==> src/rtl/debug_pkg.sv <==
// rtl/debug_pkg.sv - shared types and constants for the debug/load controller
// Holds the controller state encoding, the UART command bytes and the
// word-assembly geometry used by debug_ctrl and word_assembler.
package debug_pkg;

  typedef enum logic [2:0] {
    ST_IDLE,
    ST_LD_LEN_HI,
    ST_LD_LEN_LO,
    ST_LD_DATA,
    ST_RUN,
    ST_STEP
  } state_t;

  localparam logic [7:0] CMD_LOAD  = 8'h4C;  // 'L'
  localparam logic [7:0] CMD_RUN   = 8'h52;  // 'R'
  localparam logic [7:0] CMD_STEP  = 8'h53;  // 'S'
  localparam logic [7:0] CMD_PAUSE = 8'h50;  // 'P'

  localparam int BYTES_PER_WORD = 4;
  localparam int BYTE_CNT_W     = $clog2(BYTES_PER_WORD);

endpackage

==> src/rtl/word_assembler.sv <==
// rtl/word_assembler.sv - MSB-first byte-to-32-bit-word assembler
// Ports:
//   i_clk, i_reset   clock, asynchronous active-high reset
//   i_clear          discard any partial word and restart at byte 0
//   i_valid, i_byte  incoming byte strobe and data
//   o_word_valid     high in the cycle the final byte of a word arrives
//   o_word           assembled word (valid with o_word_valid)
module word_assembler
  import debug_pkg::*;
(
  input  logic        i_clk,
  input  logic        i_reset,
  input  logic        i_clear,
  input  logic        i_valid,
  input  logic [7:0]  i_byte,
  output logic        o_word_valid,
  output logic [31:0] o_word
);

  // Only the first three bytes need storing; the fourth is taken straight
  // from i_byte so the word is available in the same cycle.
  logic [23:0]           shift_q, shift_d;
  logic [BYTE_CNT_W-1:0] cnt_q, cnt_d;

  always_comb begin
    shift_d = shift_q;
    cnt_d   = cnt_q;
    if (i_clear) begin
      shift_d = '0;
      cnt_d   = '0;
    end else if (i_valid) begin
      shift_d = {shift_q[15:0], i_byte};
      cnt_d   = cnt_q + BYTE_CNT_W'(1);  // wraps back to 0 after the last byte
    end
  end

  always_ff @(posedge i_clk or posedge i_reset) begin
    if (i_reset) begin
      shift_q <= '0;
      cnt_q   <= '0;
    end else begin
      shift_q <= shift_d;
      cnt_q   <= cnt_d;
    end
  end

  assign o_word_valid = i_valid && !i_clear && (cnt_q == BYTE_CNT_W'(BYTES_PER_WORD - 1));
  assign o_word       = {shift_q, i_byte};

endmodule

==> src/rtl/debug_ctrl.sv <==
// rtl/debug_ctrl.sv - UART-driven instruction loader and run/step/pause controller
// Ports:
//   i_clk, i_reset       clock, asynchronous active-high reset
//   i_rx_data/i_rx_valid received UART byte and its one-cycle strobe
//   i_halt               pipeline retired a HALT (level)
//   o_imem_*             registered instruction-memory write port
//   o_stall              freezes PC and pipeline registers
//   o_cpu_reset          one-cycle pipeline reset pulse after a completed load
//   o_busy               load in progress
//   o_load_overflow      sticky: last load ran past IMEM_WORDS
//   o_cycle_count        unstalled cycles since the last o_cpu_reset
module debug_ctrl
  import debug_pkg::*;
#(
  parameter int IMEM_WORDS = 256,
  parameter int ADDR_WIDTH = 32
) (
  input  logic                  i_clk,
  input  logic                  i_reset,
  input  logic [7:0]            i_rx_data,
  input  logic                  i_rx_valid,
  input  logic                  i_halt,
  output logic                  o_imem_write_en,
  output logic [ADDR_WIDTH-1:0] o_imem_addr,
  output logic [31:0]           o_imem_data,
  output logic                  o_stall,
  output logic                  o_cpu_reset,
  output logic                  o_busy,
  output logic                  o_load_overflow,
  output logic [31:0]           o_cycle_count
);

  localparam logic [31:0] IMEM_LIMIT = 32'(IMEM_WORDS);

  state_t                state_q;
  logic [15:0]           len_q;
  logic [15:0]           idx_q;
  logic                  we_q;
  logic [ADDR_WIDTH-1:0] addr_q;
  logic [31:0]           data_q;
  logic                  done_q;     // final word taken; pipeline reset follows the write strobe
  logic                  cpu_reset_q;
  logic                  ovf_q;
  logic [31:0]           cc_q;

  logic        asm_clear;
  logic        asm_valid;
  logic        word_valid;
  logic [31:0] word;
  logic        run_go;
  logic        in_range;

  // The length LSB is the byte that moves us into LD_DATA, so the
  // assembler is flushed right then.
  assign asm_clear = i_rx_valid && (state_q == ST_LD_LEN_LO);
  assign asm_valid = i_rx_valid && (state_q == ST_LD_DATA);

  word_assembler u_asm (
    .i_clk        (i_clk),
    .i_reset      (i_reset),
    .i_clear      (asm_clear),
    .i_valid      (asm_valid),
    .i_byte       (i_rx_data),
    .o_word_valid (word_valid),
    .o_word       (word)
  );

  // Halt and pause must freeze the pipeline in the very cycle they appear,
  // so the RUN unstall is qualified combinationally.
  assign run_go   = (state_q == ST_RUN) && !i_halt &&
                    !(i_rx_valid && (i_rx_data == CMD_PAUSE));
  assign o_stall  = !(run_go || (state_q == ST_STEP));
  assign in_range = 32'(idx_q) < IMEM_LIMIT;

  always_ff @(posedge i_clk or posedge i_reset) begin
    if (i_reset) begin
      state_q     <= ST_IDLE;
      len_q       <= '0;
      idx_q       <= '0;
      we_q        <= 1'b0;
      addr_q      <= '0;
      data_q      <= '0;
      done_q      <= 1'b0;
      cpu_reset_q <= 1'b0;
      ovf_q       <= 1'b0;
      cc_q        <= '0;
    end else begin
      we_q        <= 1'b0;
      done_q      <= 1'b0;
      cpu_reset_q <= done_q;

      if (done_q)        cc_q <= '0;
      else if (!o_stall) cc_q <= cc_q + 32'd1;

      case (state_q)
        ST_IDLE: begin
          if (i_rx_valid) begin
            if (i_rx_data == CMD_LOAD) begin
              state_q <= ST_LD_LEN_HI;
              ovf_q   <= 1'b0;
            end else if (i_rx_data == CMD_RUN && !i_halt) begin
              state_q <= ST_RUN;
            end else if (i_rx_data == CMD_STEP && !i_halt) begin
              state_q <= ST_STEP;
            end
          end
        end
        ST_LD_LEN_HI: begin
          if (i_rx_valid) begin
            len_q[15:8] <= i_rx_data;
            state_q     <= ST_LD_LEN_LO;
          end
        end
        ST_LD_LEN_LO: begin
          if (i_rx_valid) begin
            len_q[7:0] <= i_rx_data;
            idx_q      <= '0;
            state_q    <= ({len_q[15:8], i_rx_data} == 16'd0) ? ST_IDLE : ST_LD_DATA;
          end
        end
        ST_LD_DATA: begin
          if (word_valid) begin
            if (in_range) begin
              we_q   <= 1'b1;
              addr_q <= ADDR_WIDTH'({idx_q, 2'b00});
              data_q <= word;
            end else begin
              ovf_q <= 1'b1;
            end
            idx_q <= idx_q + 16'd1;
            if (idx_q == len_q - 16'd1) begin
              state_q <= ST_IDLE;
              done_q  <= 1'b1;
            end
          end
        end
        ST_RUN: begin
          if (i_halt || (i_rx_valid && i_rx_data == CMD_PAUSE)) state_q <= ST_IDLE;
        end
        ST_STEP: begin
          state_q <= ST_IDLE;
        end
        default: state_q <= ST_IDLE;
      endcase
    end
  end

  assign o_imem_write_en = we_q;
  assign o_imem_addr     = addr_q;
  assign o_imem_data     = data_q;
  assign o_cpu_reset     = cpu_reset_q;
  assign o_load_overflow = ovf_q;
  assign o_cycle_count   = cc_q;
  assign o_busy          = (state_q == ST_LD_LEN_HI) || (state_q == ST_LD_LEN_LO) ||
                           (state_q == ST_LD_DATA);

endmodule

==> config.mk <==
export PLATFORM = sky130hd
export DESIGN_NAME = debug_ctrl
export DESIGN_NICKNAME = d
export VERILOG_FILES = /design/src/rtl/debug_pkg.sv /design/src/rtl/word_assembler.sv /design/src/rtl/debug_ctrl.sv
export SDC_FILE = /design/constraint.sdc
export NUM_CORES = 1
export LEC_CHECK = 0
export CAP_MARGIN = 15
export CORE_UTILIZATION = 30
export CTS_CLUSTER_DIAMETER = 150
export DETAILED_ROUTE_END_ITERATION = 12
export SYNTH_ARGS = -nofsm -noshare
export SYNTH_HDL_FRONTEND = slang
export SYNTH_HIERARCHICAL = 1
export SYNTH_SLANG_ARGS = --single-unit
==> constraint.sdc <==
create_clock -name i_clk -period 10.08 [get_ports i_clk]
set_clock_uncertainty 0.2 [all_clocks]
set_input_delay 2.52 -clock i_clk [delete_from_list [all_inputs] [get_ports i_clk]]
set_output_delay 2.52 -clock i_clk [all_outputs]
set_load 0.005 [all_outputs]
# == After elaboration in Yosys (flattened, before gate mapping) ==
# Index checks and enable logic that the tools add are counted.
# Widths: inputs -> output; s select.
# word_totals
register_bits,145
input_bits,12
output_inout_bits,101
# op_classes
n_addsub,4
n_lt_le_gt_ge,1
n_eq_ne,20
mux,31
reduce_logical,29
# ops
op,count
$mux 32,2
$mux 24,2
$add 32x1->32 const B,1
$eq 8x7->1 const B,4
$mux 16,2
$pmux 16 s2,1
$mux 3,9
$add 16x1->16 const B,1
$eq 16x16->1,1
$logic_not 16->1,1
$lt 16x9->1 const B,1
$sub 16x1->16 const B,1
$pmux 3 s5,1
$mux 1,10
$ne 2x2->1 const B,5
$logic_and 1x1->1,9
$reduce_bool 2->1,4
$reduce_and 7->1,1
$eq 3x2->1 const B,2
$eq 3x3->1 const B,2
$mux 2,3
$ne 2x1->1 const B,3
$reduce_and 3->1,2
$reduce_and 5->1,1
other kinds (9),16

# == Longest topological paths before layout ==
# Gate-level depths: netlist of the first run.
# logic_depth
word_depth,7
depth_mapped,14
ltp_nobuf,10

# == By module ==
# Netlist of the first run, hierarchy kept.
# by_module_without_submodules
module,n_inst,cells_per_inst,area_per_inst_um2,seq_area_each_um2
debug_ctrl,1,524,5896.9,2977.9
word_assembler,1,96,1159.9,650.6

# == Worst setup path before layout of the first run ==
# OpenSTA, ideal clock, no wires.
# synth_timing
kind,in2out
from,input port i_rx_data[7]
to,output port o_stall
arrival_ns,3.390
required_time_ns,7.360
slack_ns,3.970
cell_stages,3
cell_sequence,and4bb_2 > a41oi_2 > o21ai_1
# synth_between
elab_chain_len,6
# synth_lines
element,line,text
"start, declared",debug_ctrl.sv:20,"input logic [7:0] i_rx_data,"
$eq 8x7->1,debug_ctrl.sv:71,!(i_rx_valid && (i_rx_data == CMD_PAUSE));
$logic_and 1x1->1,debug_ctrl.sv:71,
$logic_not 1->1,debug_ctrl.sv:71,
$logic_and 1x1->1,debug_ctrl.sv:70,assign run_go = (state_q == ST_RUN) && !i_halt &&
$logic_or 1x1->1,debug_ctrl.sv:72,assign o_stall = !(run_go || (state_q == ST_STEP));
$logic_not 1->1,debug_ctrl.sv:72,
"end, declared",debug_ctrl.sv:26,"output logic o_stall,"
# Every way passes these cells.

# == Final worst setup path of the first run ==
# layout_timing
from,input port i_rx_data[6]
to,output port o_stall
# Same word-level chain as after synthesis.

==> results of run 1 <==
power by group:
group / total, W / internal (W) / leakage (nW) / switching (W)
clock network: 0.000638 / 0.000376 / 0.287 / 0.000261
logic: 0.000555 / 0.000319 / 1.61 / 0.000236
registers: 0.000866 / 0.000731 / 1.91 / 0.000135
total: 0.00206 / 0.00143 / 3.81 / 0.000632
critical path: cells and delay by family:
| kind | cells | cell delay, ns |
|---|---|---|
| AOI/OAI and AO/OA | 2 | 0.82 |
| and+or+nand+nor | 1 | 0.32 |
| buffers and inverters | 2 | 1.31 |
worst max path at each step:
stage | endpoint | slack, ns | cells past startpoint
floorplan | o_stall | 3.97 | 3
global placement | o_stall | 2.48 | 5
detailed placement | o_stall | 2.43 | 5
CTS | o_stall | 2.39 | 5
global route | o_stall | 2.30 | 5
finish | o_stall | 2.36 | 5
through the flow:
stage | utilization | hold WS, ns | setup slack [ns] | total power, W | std cells
3_3_place_gp | 0.356 | 0.273 | 2.48 | 0.00143 | 996
5_1_grt | 0.383 | 0.323 | 2.30 | 0.00218 | 1029
6_report | 0.383 | 0.300 | 2.36 | 0.00206 | 1029
2_1_floorplan | - | 0.152 | 3.97 | 0.00122 | 635
3_5_place_dp | 0.356 | 0.290 | 2.43 | 0.00144 | 996
4_1_cts | 0.382 | 0.305 | 2.39 | 0.00209 | 1028
routing by layer:
| layer | track usage | routed length [µm] | vias to the layer above |
|---|---|---|---|
| met5 | 0 | 0 | - |
| met4 | 0.0415 | 141 | 0 |
| met3 | 0.0345 | 736 | 12 |
| met2 | 0.215 | 7290 | 117 |
| met1 | 0.195 | 7920 | 2380 |
| li1 | - | - | 2283 |
flip-flops by register name (all words and copies together), names as in the netlist:
register,cells
done_q,1
idx_q,16
len_q,16
o_cpu_reset,1
o_cycle_count,32
o_imem_addr,16
o_imem_data,32
o_imem_write_en,1
o_load_overflow,1
state_q,3
u_asm/cnt_q,2
u_asm/shift_q,24
final cells by class:
type	instances	area (µm²)
Multi-Input combinational cell	424	3070
Fill cell	2298	14100
Clock buffer	19	443
Clock inverter	13	153
Tap cell	313	392
Sequential cell	145	3630
Inverter	14	55.1
Timing Repair Buffer	101	1020
cell usage after synthesis (2+ instances only):
cell         n
dfrtp_1    145
nor2_1      84
mux2_2      54
xnor2_1     33
mux2i_1     28
xor2_1      28
buf_4       26
nand2_1     19
nand3_1     17
inv_1       14
o21ai_0     11
a21oi_1     10
buf_2       10
nand4_1     10
nor2b_1     10
nor3_1      10
and3_1       9
or3_1        8
clkbuf_1     7
nor4_1       7
or4_1        6
buf_6        4
ha_1         4
nor3_2       4
and4_1       3
nand3b_1     3
nor3b_1      3
nor4_2       3
or4_4        3
a211oi_1     2
and3b_1      2
and4b_1      2
and4bb_2     2
buf_12       2
nand2b_1     2
o2111ai_1    2
o211ai_1     2
o22ai_1      2
o31ai_1      2
cell families after synthesis:
kind of cell | Yosys count
AO/OA/AOI/OAI | 43
adder cells (fa/ha/maj) | 4
flip-flops | 145
XOR/XNOR | 62
other | 1
AND/OR/NAND/NOR | 216
buffers and inverters | 66
multiplexers | 83
==> impl_metrics.tcl, run 1 <==
set metrics [dict create \
    p_leak_nw 3.81 \
    final_common_cell "dfrtp_1" \
    reg2reg_slack_ns 5.94 \
    synth_cells 620 \
    setup_viol 0 \
    hold_path.class "flip-flop to flip-flop" \
    synthDistinctLibCells 66 \
    clk_pin_slew_ns 0.06 \
    yosysSeqAreaShare 0.514 \
    rsz0062_at_grt "no" \
    cts_made_buffers 17 \
    synth.area.mux_share 0.127 \
    ir_drop_mv 0.128 \
    io_buffers 96 \
    clock_latency_ns 0.42 \
    crit_slowest_cell "clkdlybuf4s50_1" \
    gp_congestion 0.799 \
    crit_start "i_rx_data[6]" \
    final_cell_mix "dfrtp_1 (145), clkdlybuf4s50_1 (96), nor2_1 (83)" \
    drt_iter0_markers 231 \
    async_reset_ff_frac 1.00 \
    layout_min_cycle_time_ns 7.72 \
    final_layout_size_suffix_gt1_frac 0.158 \
    worstReg2RegEnd "idx_q[15]" \
    htreeDepth 4 \
    clock_path_buffers 2 \
    min_path_cells 1 \
    initial_core_util 0.309 \
    timing.rr.start "state_q[0]" \
    yosys_warnings 6 \
    fin_nets 719 \
    drt-total-wl_um 16100 \
    syn-mean-instance-area_um2 11.4 \
    ios 113 \
    holdPathEnd "o_imem_addr[10]" \
    drv_slew 0 \
    netlist.top_cell.by_area "dfrtp_1" \
    period_share 0.765 \
    final_cell_area_um2 8760 \
    max-slew-margin-rel 0.278 \
    yosys.area.top_type_share 0.514 \
    crit_chain "clkdlybuf4s50_1, and4bb_2, a41oi_2, o21ai_1, clkdlybuf4s50_1" \
    synthAdderAreaFrac 0.00709 \
    reg2reg_depth 10 \
    core_area_um2 22800 \
    antenna_left 0 \
    max_stage_delay_ns 0.69 \
    synth-simple-area-share 0.169 \
    status "completed" \
    synth_xor_area_frac 0.0789 \
    placed_area_um2 8140 \
    wl_per_cell_um 15.6 \
    finalHoldViolations 0 \
    synthFlopType "dfrtp_1" \
    tightest_slew_ns 1.08 \
    grt_pass1_wl_um 26200 \
    drc 0 \
    cp.arrival_ns 5.00 \
    die_y_um 155 \
    netlist_area_um2 7060 \
    post_cts_resized 0 \
    crit_type "input pin to output pin" \
    crit_required_ns 7.36 \
    grt_max_degree 66 \
    area_growth_pct 24.1 \
    cpMostUsedCell "clkdlybuf4s50_1" \
    fin_tns_setup_ns 0 \
    post_cts_buffers 0 \
    cts_root_buf "clkbuf_16" \
    cts_tree "built" \
    cts.sinks 145 \
    first_pass_iters 7 \
    die-area_um2 24100 \
    endpoint_kind "output pin" \
    crit_fanout 7 \
    rows 55 \
    antenna_found_initial 0 \
    drv_cap 0 \
    overflow 0 \
    cp-start-kind "input pin" \
    ys_top_cells_by_area "dfrtp_1 (51%), mux2_2 (8.6%), nor2_1 (4.5%)" \
    synth_edf_count 0 \
    fmax_mhz 130 \
    vias_per_cell 4.66 \
    synth-compound-area-share 0.0420 \
    diodes 0 \
    dieWidth_um 155 \
    hp-start "o_imem_addr[10]" \
    p_per_area_nw_per_um2 235 \
    grt_pass1_vias 4773 \
    hpwl_um 10800 \
    synth_seq_cells 145 \
    grt_use_total 0.140 \
    holdBufCountCts 0 \
    dr_total_vias 4792 \
    synth_top_family_by_area "simple AND/OR/NAND/NOR gates" \
]
(Power assumes the default switching activity.)
==> run 2: changes to the inputs <==
==> constraint.sdc (replaced) <==
create_clock -name i_clk -period 7.6 [get_ports i_clk]
set_clock_uncertainty 0.2 [all_clocks]
set_input_delay 1.9 -clock i_clk [delete_from_list [all_inputs] [get_ports i_clk]]
set_output_delay 1.9 -clock i_clk [all_outputs]
set_load 0.005 [all_outputs]
==> run 2 against run 1 <==
Flip-flop and latch count stayed put. Sequential share of layout area hardly changed. Clock power is 29% higher. Cell area hardly changed.
==> impl_metrics.tcl, run 2 (same netlist as run 1, synthesis figures left out) <==
set metrics [dict create \
    p_per_area_nw_per_um2 309 \
    fin_nets 721 \
    timing.rr.start "state_q[0]" \
    cp.arrival_ns 4.23 \
    grt_pass1_wl_um 25900 \
    ir_drop_mv 0.175 \
    drt-total-wl_um 15700 \
    fin_tns_setup_ns 0 \
    first_pass_iters 4 \
    holdPathEnd "o_imem_data[21]" \
    cp-start-kind "input pin" \
    hpwl_um 10500 \
    dr_total_vias 4793 \
    dp_cells 998 \
    max-slew-margin-rel 0.235 \
    drc 0 \
    clock_path_buffers 2 \
    die-area_um2 24100 \
    drt_iter0_markers 256 \
    hold_path.class "flip-flop to flip-flop" \
    clk_pin_slew_ns 0.06 \
    io_buffers 96 \
    period_share 0.833 \
    max_stage_delay_ns 0.68 \
    post_cts_buffers 0 \
    hp-start "o_imem_data[21]" \
    crit_fanout 7 \
    holdBufCountCts 0 \
    grt_use_total 0.139 \
    tightest_slew_ns 1.14 \
    layout_min_cycle_time_ns 6.33 \
    post_cts_resized 0 \
    drv_cap 0 \
    setup_viol 0 \
    final_layout_size_suffix_gt1_frac 0.158 \
    reg2reg_depth 11 \
    ios 113 \
    area_growth_pct 24.1 \
    cts_tree "built" \
    cts.sinks 145 \
    die_y_um 155 \
    min_path_cells 1 \
    final_cells 1030 \
    grt_max_degree 72 \
    final_cell_mix "dfrtp_1 (145), clkdlybuf4s50_1 (96), nor2_1 (83)" \
    worstReg2RegEnd "idx_q[15]" \
    p_leak_nw 3.81 \
    status "completed" \
    crit_chain "clkdlybuf4s50_1, and4bb_2, a41oi_2, o21ai_1, clkdlybuf4s50_1" \
    cts_root_buf "clkbuf_16" \
    cts_made_buffers 17 \
    antenna_left 0 \
    crit_slowest_cell "clkdlybuf4s50_1" \
    overflow 0 \
    rsz0062_at_grt "no" \
    endpoint_kind "output pin" \
    core_area_um2 22800 \
    finalHoldViolations 0 \
    initial_core_util 0.309 \
    final_common_cell "dfrtp_1" \
    reg2reg_slack_ns 3.70 \
    diodes 0 \
    crit_required_ns 5.50 \
    clock_latency_ns 0.42 \
    vias_per_cell 4.65 \
    dieWidth_um 155 \
    rows 55 \
    fmax_mhz 158 \
    wl_per_cell_um 15.2 \
    gp_congestion 0.803 \
    cpMostUsedCell "clkdlybuf4s50_1" \
    antenna_found_initial 0 \
    crit_type "input pin to output pin" \
    htreeDepth 4 \
    grt_pass1_vias 4665 \
    drv_slew 0 \
]
[run 2: cell count changes in the layout (fill, tap and decap cells not counted)]
cell and delta:
clkinv_4 +1, inv_8 -1, inv_6 -2, buf_4 +2
clkbuf_1 +1
[run 2: cell type report]
class / count / area, µm²
Tap cell: 313 / 392
Multi-Input combinational cell: 424 / 3070
Inverter: 14 / 55.1
Clock inverter: 11 / 133
Fill cell: 2319 / 14100
Sequential cell: 145 / 3630
Clock buffer: 20 / 447
Timing Repair Buffer: 103 / 1030
[run 2: power breakdown]
part	internal (W)	switching, W
Clock	0.000493	0.000333
Combinational	0.000425	0.000314
Sequential	0.000970	0.000175
Total	0.00189	0.000822
[run 2: how the worst max path moves through the flow]
| stage | start | depth (start not counted) | end |
|---|---|---|---|
| after floorplan | i_reset | 1 | done_q |
| after global placement | i_rx_data[4] | 5 | o_stall |
| after detailed placement | i_rx_data[4] | 5 | o_stall |
| after CTS | i_rx_data[4] | 5 | o_stall |
| after global routing | i_rx_data[4] | 5 | o_stall |
| final | i_rx_data[4] | 5 | o_stall |
[run 2: through the flow]
stage | worst slack [ns] | hold WS, ns | utilization | power [W] | instance area (µm²)
5_1_grt | 1.12 | 0.310 | 0.383 | 0.00287 | 8760
6_report | 1.27 | 0.292 | 0.383 | 0.00271 | 8760
3_3_place_gp | 1.30 | 0.273 | 0.357 | 0.00189 | 8150
2_1_floorplan | 2.34 | 0.152 | - | 0.00162 | 7110
4_1_cts | 1.25 | 0.301 | 0.382 | 0.00275 | 8730
3_5_place_dp | 1.25 | 0.288 | 0.357 | 0.00190 | 8150
[run 2: metal layers]
metal | track usage | share of wire | routed length [µm] | up-vias
li1 | - | - | - | 2288
met1 | 0.194 | 0.50 | 7860 | 2378
met2 | 0.209 | 0.44 | 6950 | 111
met3 | 0.0393 | 0.044 | 697 | 16
met4 | 0.0364 | 0.012 | 189 | 0
met5 | 0 | 0 | 0 | -
[run 2: critical path: cells and delay by family]
kind | cells | cell delay, ns
buffers and inverters | 2 | 1.29
AOI/OAI and AO/OA | 2 | 0.74
and+or+nand+nor | 1 | 0.30
==> run 3: changes to the inputs <==
==> constraint.sdc (replaced) <==
create_clock -name i_clk -period 6.4 [get_ports i_clk]
set_clock_uncertainty 0.2 [all_clocks]
set_input_delay 1.6 -clock i_clk [delete_from_list [all_inputs] [get_ports i_clk]]
set_output_delay 1.6 -clock i_clk [all_outputs]
set_load 0.005 [all_outputs]
==> run 3 against run 2 <==
Worst setup slack got worse by 0.64 ns. Via count rose by 1.6%. Clock power rose by 15%. Sequential power rose by 18%. Core utilization barely moved. Die area did not move. Sequential share of layout area rose by 0.053 points. Clock-buffer cell count rose by 1. Non-clock buffer count rose by 2. Register-to-register slack got worse by 0.62 ns. Largest cell class unchanged.
==> impl_metrics.tcl, run 3 (same netlist as run 1, synthesis figures left out) <==
set metrics [dict create \
    status "completed" \
    max_stage_delay_ns 0.62 \
    gp_congestion 0.828 \
    cp-start-kind "input pin" \
    hpwl_um 10600 \
    grt_use_total 0.140 \
    cpMostUsedCell "clkdlybuf4s50_1" \
    post_cts_resized 0 \
    fin_nets 723 \
    rsz0062_at_grt "no" \
    ios 113 \
    initial_core_util 0.309 \
    overflow 0 \
    cts.sinks 145 \
    crit_slowest_cell "clkdlybuf4s50_1" \
    vias_per_cell 4.71 \
    cts_tree "built" \
    grt_pass1_wl_um 26100 \
    max-slew-margin-rel 0.311 \
    die_y_um 155 \
    clock_path_buffers 2 \
    core_area_um2 22800 \
    layout_min_cycle_time_ns 5.77 \
    rows 55 \
    p_leak_nw 3.80 \
    grt_pass1_vias 4779 \
    area_growth_pct 24.0 \
    final_layout_size_suffix_gt1_frac 0.161 \
    fin_tns_setup_ns 0 \
    final_cell_mix "dfrtp_1 (145), clkdlybuf4s50_1 (96), nor2_1 (83)" \
    wl_per_cell_um 15.4 \
    p_per_area_nw_per_um2 364 \
    endpoint_kind "output pin" \
    fmax_mhz 173 \
    post_cts_buffers 0 \
    crit_type "input pin to output pin" \
    drv_cap 0 \
    antenna_left 0 \
    first_pass_iters 4 \
    period_share 0.902 \
    regArea_um2 3630 \
    ir_drop_mv 0.213 \
    drc 0 \
    htreeDepth 4 \
    finalHoldViolations 0 \
    clock_latency_ns 0.42 \
    crit_fanout 6 \
    crit_chain "clkdlybuf4s50_1, and4bb_2, a41oi_2, o21ai_1, clkdlybuf4s50_1" \
    cts_root_buf "clkbuf_16" \
    cp.arrival_ns 3.97 \
    final_common_cell "dfrtp_1" \
    fillCellCount 2273 \
    multi_input_area_um2 3070 \
    timing.hold.ws_ns 0.284 \
    diodes 0 \
    hold_path.class "flip-flop to flip-flop" \
    dieWidth_um 155 \
    cts_made_buffers 17 \
    crit_required_ns 4.60 \
    drv_slew 0 \
    die-area_um2 24100 \
    antenna_found_initial 1 \
    holdBufCountCts 0 \
    io_buffers 96 \
    tightest_slew_ns 1.03 \
    drt_iter0_markers 232 \
    setup_viol 0 \
    dr_total_vias 4868 \
    grt_max_degree 74 \
    drt-total-wl_um 15900 \
    clk_pin_slew_ns 0.06 \
]
==> run 3: cell types whose count changed in the layout (fill, tap and decap cells not counted) <==
| cell | change |
|---|---|
| buf_8 | +1 |
| buf_16 | -1 |
| bufinv_16 | -1 |
| clkbuf_8 | +1 |
| clkinvlp_4 | +2 |
| buf_4 | +2 |
| clkinv_2 | +1 |
| clkinv_4 | -2 |
==> run 3: critical path, delay by kind of cell <==
| family | cells | cell delay, ns |
|---|---|---|
| AOI/OAI and AO/OA | 2 | 0.79 |
| and+or+nand+nor | 1 | 0.39 |
| buffers and inverters | 2 | 1.19 |
==> run 3: report_power, final <==
| part | internal (W) | switching (W) | leakage (nW) | total, W |
|---|---|---|---|---|
| combinational | 0.000505 | 0.000372 | 1.62 | 0.000877 |
| sequential | 0.00115 | 0.000204 | 1.91 | 0.00136 |
| clock | 0.000558 | 0.000394 | 0.266 | 0.000951 |
| total | 0.00221 | 0.000970 | 3.80 | 0.00318 |
==> run 3: worst paths after layout <==
| kind | start | end | slack, ns | depth (start not counted) |
|---|---|---|---|---|
| min reg2reg | o_imem_data[21] | o_imem_data[21] | 0.28 | 1 |
| min | o_imem_data[21] | o_imem_data[21] | 0.28 | 1 |
| max in group asynchronous | i_reset | o_imem_data[5] | 3.52 | 3 |
| min in group asynchronous | i_reset | u_asm/shift_q[20] | 1.42 | 2 |
| max reg2reg | state_q[0] | idx_q[15] | 3.08 | 10 |
| max | i_rx_data[5] | o_stall | 0.63 | 5 |
==> run 3: cell type report <==
cell class | instances | share of cell area
Tap cell | 313 | 0.0448
Multi-Input combinational cell | 424 | 0.351
Inverter | 14 | 0.00629
Clock inverter | 11 | 0.0120
Sequential cell | 145 | 0.415
Timing Repair Buffer | 105 | 0.118
Clock buffer | 21 | 0.0526
==> run 3: metal layers <==
metal / track usage / vias to the layer above / wire length [µm]
met5: 0 / - / 10
met3: 0.0373 / 12 / 886
li1: - / 2296 / -
met1: 0.183 / 2437 / 7450
met2: 0.225 / 121 / 7390
met4: 0.0420 / 2 / 123
==> run 3: through the flow <==
step,std cells,cell area (µm²),util,total power (W),setup slack (ns)
after floorplan,635,7110,-,0.00192,1.44
after global placement,1000,8170,0.358,0.00225,0.673
after detailed placement,1000,8170,0.358,0.00226,0.686
after CTS,1032,8730,0.382,0.00324,0.676
after global routing,1033,8750,0.383,0.00338,0.559
final,1033,8750,0.383,0.00318,0.629
